<file path="src/rtl/txpath.sv">
// UART-style frame transmitter: sends one of two fixed bytes (start, 8 data LSB first, stop).
// Define TXPATH_PARITY_EN to insert an even-parity bit between data bit 7 and the stop bit.
module txpath #(
  parameter int unsigned CLKS_PER_BIT = 8,
  parameter logic [7:0]  BYTE0        = 8'hA5,
  parameter logic [7:0]  BYTE1        = 8'h3D
) (
  input  logic clk_8mhz,
  input  logic rst,
  input  logic which_byte,
  input  logic trigger,
  output logic tx_wire,
  output logic done
);

  localparam int unsigned     CntW   = (CLKS_PER_BIT > 1) ? $clog2(CLKS_PER_BIT) : 1;
  localparam logic [CntW-1:0] CntMax = CntW'(CLKS_PER_BIT - 1);

`ifdef TXPATH_PARITY_EN
  typedef enum logic [2:0] {StIdle, StStart, StData, StParity, StStop} state_e;
`else
  typedef enum logic [2:0] {StIdle, StStart, StData, StStop} state_e;
`endif

  state_e          state_q, state_d;
  logic [CntW-1:0] cnt_q, cnt_d;
  logic [2:0]      bit_q, bit_d;
  logic [7:0]      byte_q, byte_d;
  logic            tx_q, tx_d;
  logic            done_q, done_d;

  always_ff @(posedge clk_8mhz or posedge rst) begin
    if (rst) begin
      state_q <= StIdle;
      cnt_q   <= '0;
      bit_q   <= '0;
      byte_q  <= '0;
      tx_q    <= 1'b1;
      done_q  <= 1'b0;
    end else begin
      state_q <= state_d;
      cnt_q   <= cnt_d;
      bit_q   <= bit_d;
      byte_q  <= byte_d;
      tx_q    <= tx_d;
      done_q  <= done_d;
    end
  end

  always_comb begin
    state_d = state_q;
    cnt_d   = cnt_q;
    bit_d   = bit_q;
    byte_d  = byte_q;
    tx_d    = tx_q;
    done_d  = 1'b0;
    if (state_q == StIdle) begin
      tx_d = 1'b1;
      if (trigger) begin
        state_d = StStart;
        byte_d  = which_byte ? BYTE1 : BYTE0;
        cnt_d   = '0;
        bit_d   = '0;
        tx_d    = 1'b0;
      end
    end else if (cnt_q != CntMax) begin
      cnt_d = cnt_q + 1'b1;
    end else begin
      // Bit boundary: the line value for the next bit is registered here.
      cnt_d = '0;
      unique case (state_q)
        StStart: begin
          state_d = StData;
          bit_d   = '0;
          tx_d    = byte_q[0];
        end
        StData: begin
          if (bit_q == 3'd7) begin
`ifdef TXPATH_PARITY_EN
            state_d = StParity;
            tx_d    = ^byte_q;
`else
            state_d = StStop;
            tx_d    = 1'b1;
`endif
          end else begin
            bit_d = bit_q + 3'd1;
            tx_d  = byte_q[bit_d];
          end
        end
`ifdef TXPATH_PARITY_EN
        StParity: begin
          state_d = StStop;
          tx_d    = 1'b1;
        end
`endif
        StStop: begin
          state_d = StIdle;
          tx_d    = 1'b1;
          done_d  = 1'b1;
        end
        default: begin
          state_d = StIdle;
          tx_d    = 1'b1;
        end
      endcase
    end
  end

  assign tx_wire = tx_q;
  assign done    = done_q;

endmodule

</file>
<file path="config.mk">
export PLATFORM = sky130hd
export DESIGN_NAME = txpath
export DESIGN_NICKNAME = d
export VERILOG_FILES = /design/src/rtl/txpath.sv
export SDC_FILE = /design/constraint.sdc
export NUM_CORES = 1
export LEC_CHECK = 0
export ABC_AREA = 1
export CORE_UTILIZATION = 45
export CTS_CLUSTER_SIZE = 30
export DETAILED_ROUTE_END_ITERATION = 8
export PLACE_DENSITY = 0.74
export SLEW_MARGIN = 10
export SYNTH_ARGS = -nofsm -noshare
export SYNTH_HDL_FRONTEND = slang
export SYNTH_SLANG_ARGS = --single-unit
export TNS_END_PERCENT = 5
</file>
<file path="constraint.sdc">
create_clock -name clk_8mhz -period 1.35 [get_ports clk_8mhz]
set_input_delay 0.405 -clock clk_8mhz [delete_from_list [all_inputs] [get_ports clk_8mhz]]
set_output_delay 0.405 -clock clk_8mhz [all_outputs]
set_load 0.005 [all_outputs]
</file>
==> results of run 1 <==
metrics by stage:
stage	power, µW	cell area [µm²]	hold WS (ns)	cells
after floorplan	1276	725.7	0.2812	82
after global placement	1644	885.9	0.4843	115
after detailed placement	1679	885.9	0.4950	115
after CTS	1965	925.9	0.4179	119
after global routing	2333	982.2	0.4545	121
final	2149	982.2	0.4133	121
state kept, by name (all words and copies together) (netlist names):
signal	cells
bit_q	3
byte_q	3
cnt_q	3
state_q	2
done	1
tx_wire	1
Yosys cell counts:
master / count
a21oi_1: 5
dfstp_2: 1
nand3_1: 3
nand2_1: 15
o21ai_0: 9
inv_1: 14
a22o_1: 2
nor2_4: 2
inv_2: 1
ha_1: 9
o21a_1: 1
o21ai_2: 1
nor2_1: 5
dfrtp_1: 12
nor3_1: 1
nand4_1: 1
worst max-delay path, stage by stage:
cell and delay [ns]:
clkdlybuf4s50_1 0.53, nor2_4 0.07, nor2_4 0.16, nand4_1 0.17
o21ai_0 0.18
repair_timing:
item,4_1_cts,5_1_grt
gates resized for setup,11,18
pin swaps,0,6
setup buffers,0,2
endpoints found under the setup margin,9,7
power breakdown:
part / internal, µW / total, µW / switching, µW / leakage (µW)
logic: 632 / 1270 / 638 / 0.000313
registers: 553 / 642 / 89.3 / 0.000156
clock network: 115 / 237 / 122 / 0.0000150
cells by family after synthesis:
family | synth area share [%]
buf+inv | 7.785
simple gates | 17.13
fa+ha+maj | 15.57
flops | 45.16
compound gates | 14.36
path summary, 6_finish.rpt:
kind,end,slack [ns],depth (start not counted)
worst max-delay path,bit_q[0]$_DFFE_PP0P_,0.03,5
worst min register to register,byte_q[7]$_DFFE_PP0P_,0.51,1
worst max register to register,bit_q[0]$_DFFE_PP0P_,0.04,7
min in group clk_8mhz,byte_q[7]$_DFFE_PP0P_,0.51,1
worst min-delay path,bit_q[2]$_DFFE_PP0P_,0.41,3
max in group asynchronous,tx_wire$_DFFE_PP1N_,0.71,3
final cells by class:
type / instances / area [µm²] / share of cell area, %
timing repair buffer: 19 / 148.9 / 15.16
sequential: 13 / 326.6 / 33.25
multi-input combinational: 54 / 401.6 / 40.89
clock buffer: 4 / 26.28 / 2.675
tap: 16 / 20.02 / 2.038
inverter: 15 / 58.81 / 5.987
cell usage in the layout, fill, tap and decap left out:
| cell type | n |
|---|---|
| a21oi_2 | 1 |
| nor3_1 | 1 |
| buf_2 | 1 |
| o21ai_1 | 4 |
| nand2_2 | 1 |
| nor2_4 | 3 |
| ha_1 | 4 |
| clkdlybuf4s50_1 | 3 |
| nand3_1 | 3 |
| inv_1 | 10 |
| o21ai_2 | 2 |
| nand4_1 | 1 |
| ha_2 | 3 |
| o21ai_0 | 3 |
| o21ai_4 | 1 |
| nand2_1 | 14 |
| dlygate4sd2_1 | 1 |
| clkbuf_4 | 3 |
| dfstp_2 | 1 |
| a21oi_1 | 4 |
| buf_4 | 14 |
| ha_4 | 2 |
| inv_2 | 4 |
| inv_4 | 1 |
| a22o_1 | 2 |
| nor2_1 | 4 |
| clkbuf_1 | 1 |
| dfrtp_1 | 12 |
| o21a_1 | 1 |
metal layers:
layer	GRT usage [%]	share of wire [%]	vias up
met1	24.59	46	276
met4	11.25	2.0	0
met5	0	0	-
met3	2.586	2.8	4
met2	23.75	49	10
li1	-	-	312
==> impl_metrics.yaml, run 1 <==
clock_tree:
  clkLatencyLatePin_ns: 0.27
  htree_num_levels: 1
  cts.sinks: 13
  postCtsHoldBufs: 0
  cts-buffers-inserted: 3
  cts_buffer_depth: 2
  clkTransAtPathRegs_ns: 0.08
  cts_tree: "built"
  root_buffer: "clkbuf_4"
yosys:
  yosysUniqueCellTypes: 16
  yosysSeqAreaShare_pct: 45.16
  syn_nets: 95
  synth_area_leaders: "dfrtp_1 (42%), ha_1 (16%), nand2_1 (7.8%)"
  synth_area_um2: 723.2
  yosysWarningCount: 0
  ys_ff_latch: 13
  yosys.area.top_type: "dfrtp_1"
  syn_avg_cell_area_um2: 8.819
  netlist_instances: 82
  yosys.area.top_type_share_pct: 41.52
sta:
  max_slew_margin_pct: 87.41
  setup_ws_ns: 0.03441
  fmax_ghz: 0.7601
  max_slew.worst_pin.slew_ns: 0.1889
  finalCritPeriodShare_pct: 97.45
  setup_viol: 0
  finalClockSkew_ns: 0.003554
  slew_violations: 0
  final-hold-violation-count: 0
  period_needed_ns: 1.316
  rsz0062_at_grt: "yes"
  setup_tns_ns: 0
route:
  vias_per_cell: 4.975
  drt_pass1_iterations: 5
  wire_per_inst_um: 11.79
  drc: 0
  first_iter_violations: 18
  finalWirelength_mm: 1.426
  via_count: 602
  antenna_left: 0
floorplanning:
  ioPinCount: 6
  dieWidth_um: 42.09
  rows: 14
  start_util_pct: 48.01
  dieArea_um2: 1772
  die_h_um: 42.09
  core_area_um2: 1506
run_status:
  status: "finished, final reports clean"
grt:
  antenna_found_initial: 0
  first_global_vias: 560
  grt_max_degree: 14
  globalRouteTotalUtil_pct: 17.12
  grt_pass1_wl_mm: 2.263
  grt.overflow.total: 0
worst_setup_path:
  path_class: "in2reg"
  end_kind: "flip-flop"
  crit_start: "trigger"
  start_kind: "input pin"
  arrival_ns: 1.51
  crit_fanout: 3
  required_ns: 1.55
  r2r_start: "state_q[0]$_DFFE_PP0P_"
cells_and_area:
  fillCellCount: 117
  drive_gt1_share_pct: 35.24
  nets: 119
  final_util_pct: 65.20
  syn_to_final_growth_pct: 35.81
  antenna_cells: 0
power:
  power.leakage_uw: 0.0004841
  ir_drop_v: 0.0008792
  power.density_nw_per_um2: 2188
placed_design:
  gp_congestion: 0.8074
  place_hpwl_mm: 1.021
  place.port_buffers: 5
  preCtsSetupSlack_ns: -0.2067
hold_path:
  hold_path_class: "in2async"
flow_run:
  cap_violations: 0
Power figures use the tool's default switching activity.
==> inputs of run 2 (changes only) <==
Settings changed: CORE_UTILIZATION 45 to 49, PLACE_DENSITY 0.74 to 0.79.
==> run 2 against run 1 <==
  * The run now ends with setup timing left
  * Via count grew 3.0%
  * Critical path depth grew 2
  * Worst setup slack worse by 0.067 ns
  * Fmax shrank 4.8%
  * Clock power increased by 5%
  * Sequential power hardly changed
  * Critical path type is now reg2reg
  * Critical endpoint is now tx_wire$_DFFE_PP1N_
  * Sequential share of layout area shrank 0.54 points
  * Total power increased by 2.9%
  * Count of clock-buffer cells in the layout unchanged
  * Utilization increased by 9.7 points
  * Global-route usage increased by 5.2 points
  * Register-to-register slack worse by 0.07 ns
  * Largest cell class unchanged
==> impl_metrics.yaml, run 2 (same netlist as run 1, synthesis figures left out) <==
clock_tree:
  root_buffer: "clkbuf_4"
  cts-buffers-inserted: 3
  clkLatencyLatePin_ns: 0.29
  htree_num_levels: 1
  cts_tree: "built"
  cts.sinks: 13
  clkTransAtPathRegs_ns: 0.08
  cts_buffer_depth: 2
hold_path:
  hold_path_class: "in2async"
cells_and_area:
  syn_to_final_growth_pct: 38.06
  final_common_cell: "buf_4"
  fillCellCount: 104
  mostFrequentLayoutCells: "buf_4 (15), nand2_1 (14), dfrtp_1 (12)"
  drive_gt1_share_pct: 36.79
  antenna_cells: 0
  final_util_pct: 74.86
  largest_registers: "bit_q (3), byte_q (3), cnt_q (3)"
  nets: 120
sta:
  setup_tns_ns: -0.03346
  max_slew_margin_pct: 88.22
  finalCritPeriodShare_pct: 102.4
  setup_viol: 2
  finalClockSkew_ns: 0.004972
  final-hold-violation-count: 0
  max_slew.worst_pin.slew_ns: 0.1761
  period_needed_ns: 1.382
  slew_violations: 0
  setup_ws_ns: -0.03235
  fmax_ghz: 0.7234
  rsz0062_at_grt: "yes"
power:
  power.density_nw_per_um2: 2214
  ir_drop_v: 0.001391
  power.leakage_uw: 0.0004867
worst_setup_path:
  crit_family: "adder cells"
  cp_slowest_cell: "dfrtp_1"
  start_kind: "flip-flop"
  crit_fanout: 2
  cp.buffers_inverters: 1
  end_kind: "flip-flop"
  required_ns: 1.57
  worstPathCellList: "ha_2 -> ha_2 -> inv_1 -> a21oi_1 -> nand2_1 -> nand2_1 -> a21oi_2"
  arrival_ns: 1.60
  path_class: "reg2reg"
  critPathMaxStageDelay_ns: 0.40
floorplanning:
  rows: 13
  ioPinCount: 6
  start_util_pct: 54.22
  core_area_um2: 1334
  die_h_um: 40.42
  dieArea_um2: 1633
  dieWidth_um: 40.42
placed_design:
  gp_congestion: 0.7823
  place.port_buffers: 5
  place_hpwl_mm: 1.104
grt:
  globalRouteTotalUtil_pct: 22.32
  antenna_found_initial: 0
  first_global_vias: 546
  grt_pass1_wl_mm: 2.290
  grt_max_degree: 8
  grt.overflow.total: 0
route:
  via_count: 620
  drt_pass1_iterations: 4
  vias_per_cell: 5.124
  first_iter_violations: 21
  drc: 0
  finalWirelength_mm: 1.581
  wire_per_inst_um: 13.07
  antenna_left: 0
flow_run:
  cap_violations: 0
run_status:
  violations: "setup timing"
  status: "complete, but fails checks"
-- run 2: repair_timing --
action / 4_1_cts / 5_1_grt
hold buffers: 0 / 0
pin swaps: 0 / 7
gates cloned: 0 / 0
setup endpoints to repair: 9 / 9
setup buffers: 1 / 1
resized for setup: 11 / 20
-- run 2: worst min-delay path, stage by stage --
cell and delay [ns]:
clkdlybuf4s50_1 0.39, inv_1 0.07, buf_4 0.15
-- run 2: metrics by stage --
step	std cells	hold WS (ns)	total power [µW]	instance area (µm²)	setup slack, ns
after detailed placement	115	0.4922	1696	892.1	-0.2469
final	121	0.3897	2211	998.5	-0.03235
after floorplan	82	0.2812	1276	725.7	0.02689
after global placement	115	0.4806	1644	892.1	-0.1785
after CTS	120	0.3908	2015	942.2	-0.03720
after global routing	121	0.4120	2414	998.5	-0.06954
-- run 2: path summary, 6_finish.rpt --
kind / from / endpoint / slack (ns) / cells after the start
min in group clk_8mhz: byte_q[5]$_DFFE_PP0P_ / byte_q[5]$_DFFE_PP0P_ / 0.51 / 2
min: rst / state_q[1]$_DFFE_PP0P_ / 0.39 / 3
min reg2reg: byte_q[5]$_DFFE_PP0P_ / byte_q[5]$_DFFE_PP0P_ / 0.51 / 2
max: bit_q[0]$_DFFE_PP0P_ / tx_wire$_DFFE_PP1N_ / -0.03 / 7
max in group asynchronous: rst / tx_wire$_DFFE_PP1N_ / 0.75 / 3
max reg2reg: bit_q[0]$_DFFE_PP0P_ / tx_wire$_DFFE_PP1N_ / -0.03 / 7
-- run 2: final cells by class --
cell class / instances / area, µm² / share of cell area [%]
Multi-Input combinational cell: 54 / 410.4 / 41.10
Sequential cell: 13 / 326.6 / 32.71
Timing Repair Buffer: 20 / 157.7 / 15.79
Inverter: 15 / 58.81 / 5.890
Clock buffer: 4 / 26.28 / 2.632
Tap cell: 15 / 18.77 / 1.880
-- run 2: report_power, final --
part / switching, µW / internal [µW]
Combinational: 667 / 651
Clock: 135 / 115
Sequential: 90.5 / 553
Total: 892 / 1320
-- run 2: layer usage --
layer,up-vias,wire length (µm),track usage (%)
li1,313,-,-
met1,288,656,25.94
met2,12,818,36.11
met3,7,57,6.667
met4,0,48,12.50
met5,-,0,0
==> inputs of run 3 (changes only) <==
Settings changed: CORE_UTILIZATION 49 to 41, GPL_ROUTABILITY_DRIVEN from default to 0, PLACE_DENSITY 0.79 to 0.69.
==> run 3 against run 2 <==
  * The flow now finishes without violations
  * Worst setup slack improved by 0.038 ns
  * First-iteration DRC count is 81% lower
  * Fmax is 2.8% higher
  * Total power shrank 5.7%
  * Register-to-register slack better by 0.04 ns
  * Via count is 0.48% higher
  * Die area up 19%
  * Cell count grew 0.83%
  * Combinational power fell by 9%
  * Critical path depth grew 1
  * Hold slack worse by 0.079 ns
  * Critical path type unchanged
  * Critical endpoint is now bit_q[2]$_DFFE_PP0P_
  * Largest cell class unchanged
==> impl_metrics.yaml, run 3 (same netlist as run 1, synthesis figures left out) <==
cells_and_area:
  final_common_cell: "buf_4"
  mostFrequentLayoutCells: "buf_4 (15), nand2_1 (14), inv_1 (12), dfrtp_1 (12), o21ai_0 (5)"
  drive_gt1_share_pct: 33.02
  largest_registers: "bit_q (3), byte_q (3), cnt_q (3)"
  layoutNonFillerInstCount: 122
  syn_to_final_growth_pct: 37.89
  antenna_cells: 0
  nets: 120
route:
  met2_length_um: 754
  finalWirelength_mm: 1.446
  top_layer_used: "met4"
  drc: 0
  first_iter_violations: 4
  wl_met1_um: 613
  vias_per_cell: 5.107
  via_count: 623
  wire_per_inst_um: 11.85
  wl_met3_um: 50
  antenna_left: 0
  drt_pass1_iterations: 4
worst_setup_path:
  end_kind: "flip-flop"
  required_ns: 1.51
  path_class: "reg2reg"
  crit_fanout: 4
  arrival_ns: 1.50
  start_kind: "flip-flop"
power:
  power_switching_uw: 822.3
  power.leakage_uw: 0.0004924
  seqPwrFrac_pct: 30.9
  combPwrFrac_pct: 57.6
  power.density_nw_per_um2: 2091
  p_sw_share_pct: 39.44
  ir_drop_v: 0.0008524
  pwr-share-clk_pct: 11.6
  p_int_uw: 1263
clock_tree:
  clkTransAtPathRegs_ns: 0.08
  cts_setup_buffers: 0
  root_buffer: "clkbuf_4"
  clkLatencyLatePin_ns: 0.28
  cts.sinks: 13
  cts_buffer_depth: 2
  postCtsHoldBufs: 0
  htree_num_levels: 1
  cts-buffers-inserted: 3
  cts_tree: "built"
floorplanning:
  rows: 14
  die_h_um: 44
  start_util_pct: 45.87
  dieWidth_um: 44
  core_area_um2: 1577
  dieArea_um2: 1936
  ioPinCount: 6
grt:
  grt.overflow.total: 0
  first_global_vias: 634
  grt_max_degree: 8
  globalRouteTotalUtil_pct: 17.34
  grt_pass1_wl_mm: 2.470
  antenna_found_initial: 0
sta:
  max_slew.worst_pin.slew_ns: 0.2289
  final-hold-violation-count: 0
  period_needed_ns: 1.345
  rsz0062_at_grt: "yes"
  setup_ws_ns: 0.005474
  setup_viol: 0
  fmax_ghz: 0.7438
  finalCritPeriodShare_pct: 99.59
  slew_violations: 0
  max_slew_margin_pct: 84.64
  finalClockSkew_ns: 0.005745
placed_design:
  dp_cells: 118
  place_hpwl_mm: 1.095
  place.port_buffers: 5
  preCtsSetupSlack_ns: -0.2523
hold_path:
  hold_path_class: "in2async"
flow_run:
  cap_violations: 0
run_status:
  status: "finished, final reports clean"
run 3: cell count changes in the layout (fill, tap and decap cells not counted):
cell             change
ha_2                 -2
inv_1                +2
inv_2                -2
ha_1                 +1
dlygate4sd2_1        +1
o21ai_2              -1
o21ai_0              +2
ha_4                 +1
o21ai_1              -1
clkdlybuf4s15_1      -1
nand2_4              -1
nand2_2              +1
run 3: stage by stage:
stage	hold WS [ns]	power [µW]	util [%]	TNS (ns)	instance area (µm²)
detailed placement	0.4922	1682	57.62	-1.387	908.4
floorplan	0.2812	1276	-	0	725.7
global route	0.3302	2307	63.25	-0.2191	997.2
CTS	0.3045	1964	59.68	-0.2868	940.9
finish	0.3105	2085	63.25	0	997.2
global placement	0.4908	1649	57.62	-1.108	908.4
run 3: worst max-delay path: stages, from the launching register on:
cell and delay [ns]:
dfrtp_1 0.37, inv_2 0.07, ha_4 0.18, inv_4 0.07
nor2_4 0.04, nor2_4 0.15, inv_2 0.07, o21ai_0 0.15
o21ai_0 0.11
run 3: worst paths after layout:
check | start | slack [ns] | depth (start not counted) | endpoint
max reg2reg | state_q[0]$_DFFE_PP0P_ | 0.005 | 8 | bit_q[2]$_DFFE_PP0P_
min in group clk_8mhz | tx_wire$_DFFE_PP1N_ | 0.50 | 2 | tx_wire$_DFFE_PP1N_
min | rst | 0.31 | 2 | byte_q[7]$_DFFE_PP0P_
max | state_q[0]$_DFFE_PP0P_ | 0.005 | 8 | bit_q[2]$_DFFE_PP0P_
max in group asynchronous | rst | 0.71 | 3 | bit_q[1]$_DFFE_PP0P_
min reg2reg | tx_wire$_DFFE_PP1N_ | 0.50 | 2 | tx_wire$_DFFE_PP1N_
run 3: per-layer routing:
metal | global-route usage [%] | vias up
li1 | - | 316
met1 | 20.52 | 288
met2 | 30.00 | 14
met3 | 3.750 | 5
met4 | 7.273 | 0
met5 | 0 | -
run 3: timing repair:
| item | CTS | global route |
|---|---|---|
| setup endpoints to repair | 8 | 7 |
| gates resized for setup | 8 | 17 |
| pin swaps | 0 | 4 |
run 3: area by class of cell:
class / count / area (µm²)
timing repair buffer: 20 / 156.4
clock buffer: 4 / 26.28
fill: 139 / 579.3
tap: 16 / 20.02
sequential: 13 / 326.6
inverter: 15 / 58.81
multi-input combinational: 54 / 409.1
run 3: power by group through the flow:
stage / combinational [µW] / sequential (µW) / clock, µW
6_report: 1200 / 643 / 241
5_1_grt: 1370 / 659 / 274
4_1_cts: 1080 / 634 / 253
3_5_place_dp: 1040 / 640 / 0
3_3_place_gp: 1010 / 637 / 0
2_1_floorplan: 632 / 643 / 0
==> RTL change, RTL diff (flow settings as in run 3) <==
Add a define of `TXPATH_PARITY_EN`.
--- a/src/rtl/txpath.sv
+++ b/src/rtl/txpath.sv
@@ -1,4 +1,6 @@
 // UART-style frame transmitter: sends one of two fixed bytes (start, 8 data LSB first, stop).
 // Define TXPATH_PARITY_EN to insert an even-parity bit between data bit 7 and the stop bit.
+`define TXPATH_PARITY_EN
+
 module txpath #(
   parameter int unsigned CLKS_PER_BIT = 8,
Formal check against the unedited RTL: no difference found for any inputs over 10 cycles, from zero or initial values and one cycle with rst high; that may be too few to reach the edited logic, so the function may still have changed.
==> RTL change against run 3 <==
The flow now finishes with violations (setup timing). Design area is 1.1% lower. Hold slack better by 0.015 ns. Global-route usage is 1.5 points lower. Sequential cell count is 1 higher. Worst setup slack worse by 0.084 ns. Synthesized area is 6.7% higher. Fmax is 5.8% lower. Critical path depth is 2 higher. Power is 2.4% lower. Sequential power is 12% higher. Via count is 2.2% higher. Wire length is 8.7% lower.
==> RTL change: results (changes against run 3) <==
\begin{tabular}{lr}
\hline
Metric & Value \\
\hline
\multicolumn{2}{l}{\textbf{Outcome}} \\
\quad Result of the run & complete, but fails checks (was completed) \\
\quad Violated checks & setup timing \\
\multicolumn{2}{l}{\textbf{Route}} \\
\quad Wire length on met1 & 622 microns (was 613 microns) \\
\quad First-iteration detailed-routing DRC count & 12 (was 4) \\
\quad Wire per inst & 9.78 microns (was 11.9 microns) \\
\quad Vias post-DR & 637 (was 623) \\
\multicolumn{2}{l}{\textbf{Final layout}} \\
\quad Fraction of final layout cells with drive strength greater than 1 & 30.9\% (was 33.0\%) \\
\quad Count of filler cells inserted in the layout & 163 (was 139) \\
\quad Net total in the final layout & 119 (was 120) \\
\multicolumn{2}{l}{\textbf{Global route}} \\
\quad First-pass GRT wire length & 2330 microns (was 2470 microns) \\
\quad Largest net degree at the start of global routing & 11 (was 8) \\
\quad Fraction of met3 tracks used by global routing & 2.38\% (was 3.75\%) \\
\quad Met2 Track Usage GR & 24.9\% (was 30.0\%) \\
\multicolumn{2}{l}{\textbf{Logic synthesis}} \\
\quad Fraction of the mapped netlist area in compound gates & 14.4\% (about the same) \\
\quad Seq/Total Area, Yosys & 45.5\% (was 45.2\%) \\
\quad Fraction of the mapped netlist area in adder cells & 6.48\% (was 15.6\%) \\
\quad Cells taking the most area after synthesis & sky130\_fd\_sc\_hd\_\_dfrtp\_1, sky130\_fd\_sc\_hd\_\_nand2\_1, sky130\_fd\_sc\_hd\_\_inv\_1, sky130\_fd\_sc\_hd\_\_ha\_1, sky130\_fd\_sc\_hd\_\_o21ai\_0 (was sky130\_fd\_sc\_hd\_\_dfrtp\_1, sky130\_fd\_sc\_hd\_\_ha\_1, sky130\_fd\_sc\_hd\_\_nand2\_1, sky130\_fd\_sc\_hd\_\_inv\_1, sky130\_fd\_sc\_hd\_\_o21ai\_0) \\
\quad Nets in the synthesized netlist & 101 (was 95) \\
\multicolumn{2}{l}{\textbf{Timing}} \\
\quad Setup violations, final & 4 (was 0) \\
\quad Final worst setup slack & -0.0780 ns (was 0.00547 ns) \\
\quad Setup tns final & -0.131 ns (was 0 ns) \\
\quad Clock Skews & 0.0111 ns (was 0.00575 ns) \\
\multicolumn{2}{l}{\textbf{Placed design}} \\
\quad Number of placed cells counting well taps & 131 (was 118) \\
\multicolumn{2}{l}{\textbf{Critical path}} \\
\quad Delay of the slowest cell on the worst path & 0.40 ns (was 0.37 ns) \\
\multicolumn{2}{l}{\textbf{Power and ir drop}} \\
\quad Worst vdd rail ir drop & 1290 uV (was 852 uV) \\
\quad Clock network power share & 15.2\% (was 11.6\%) \\
\quad Internal power summed over all cells & 1.20 mW (was 1.26 mW) \\
\hline
\end{tabular}
-- RTL change: cell types whose count changed after synthesis, sizes merged --
cell and change:
dfrtp +1, ha -5, inv +4, nand2 +13, nand3 +3, nor2 -5, nor3 -1, nor4 +1
-- RTL change: cell type report --
cell class	count	area, sq um	share of cell area [%]
Inverter	19	73.8	7.49
Multi-Input combinational cell	60	377	38.2
Sequential cell	14	352	35.7
Tap cell	25	31.3	3.17
Timing Repair Buffer	13	116	11.8
Clock buffer	4	36.3	3.68
-- RTL change: final timing paths --
| kind | start | to | slack, ns | cells past startpoint |
|---|---|---|---|---|
| max | bit_q[1] | tx_wire | -0.08 | 10 |
| min | rst | cnt_q[1] | 0.33 | 2 |
| min in group clk_8mhz | tx_wire | tx_wire | 0.50 | 2 |
| min reg2reg | tx_wire | tx_wire | 0.50 | 2 |
| max reg2reg | bit_q[1] | tx_wire | -0.08 | 10 |
| max in group asynchronous | rst | state_q[1] | 0.71 | 3 |
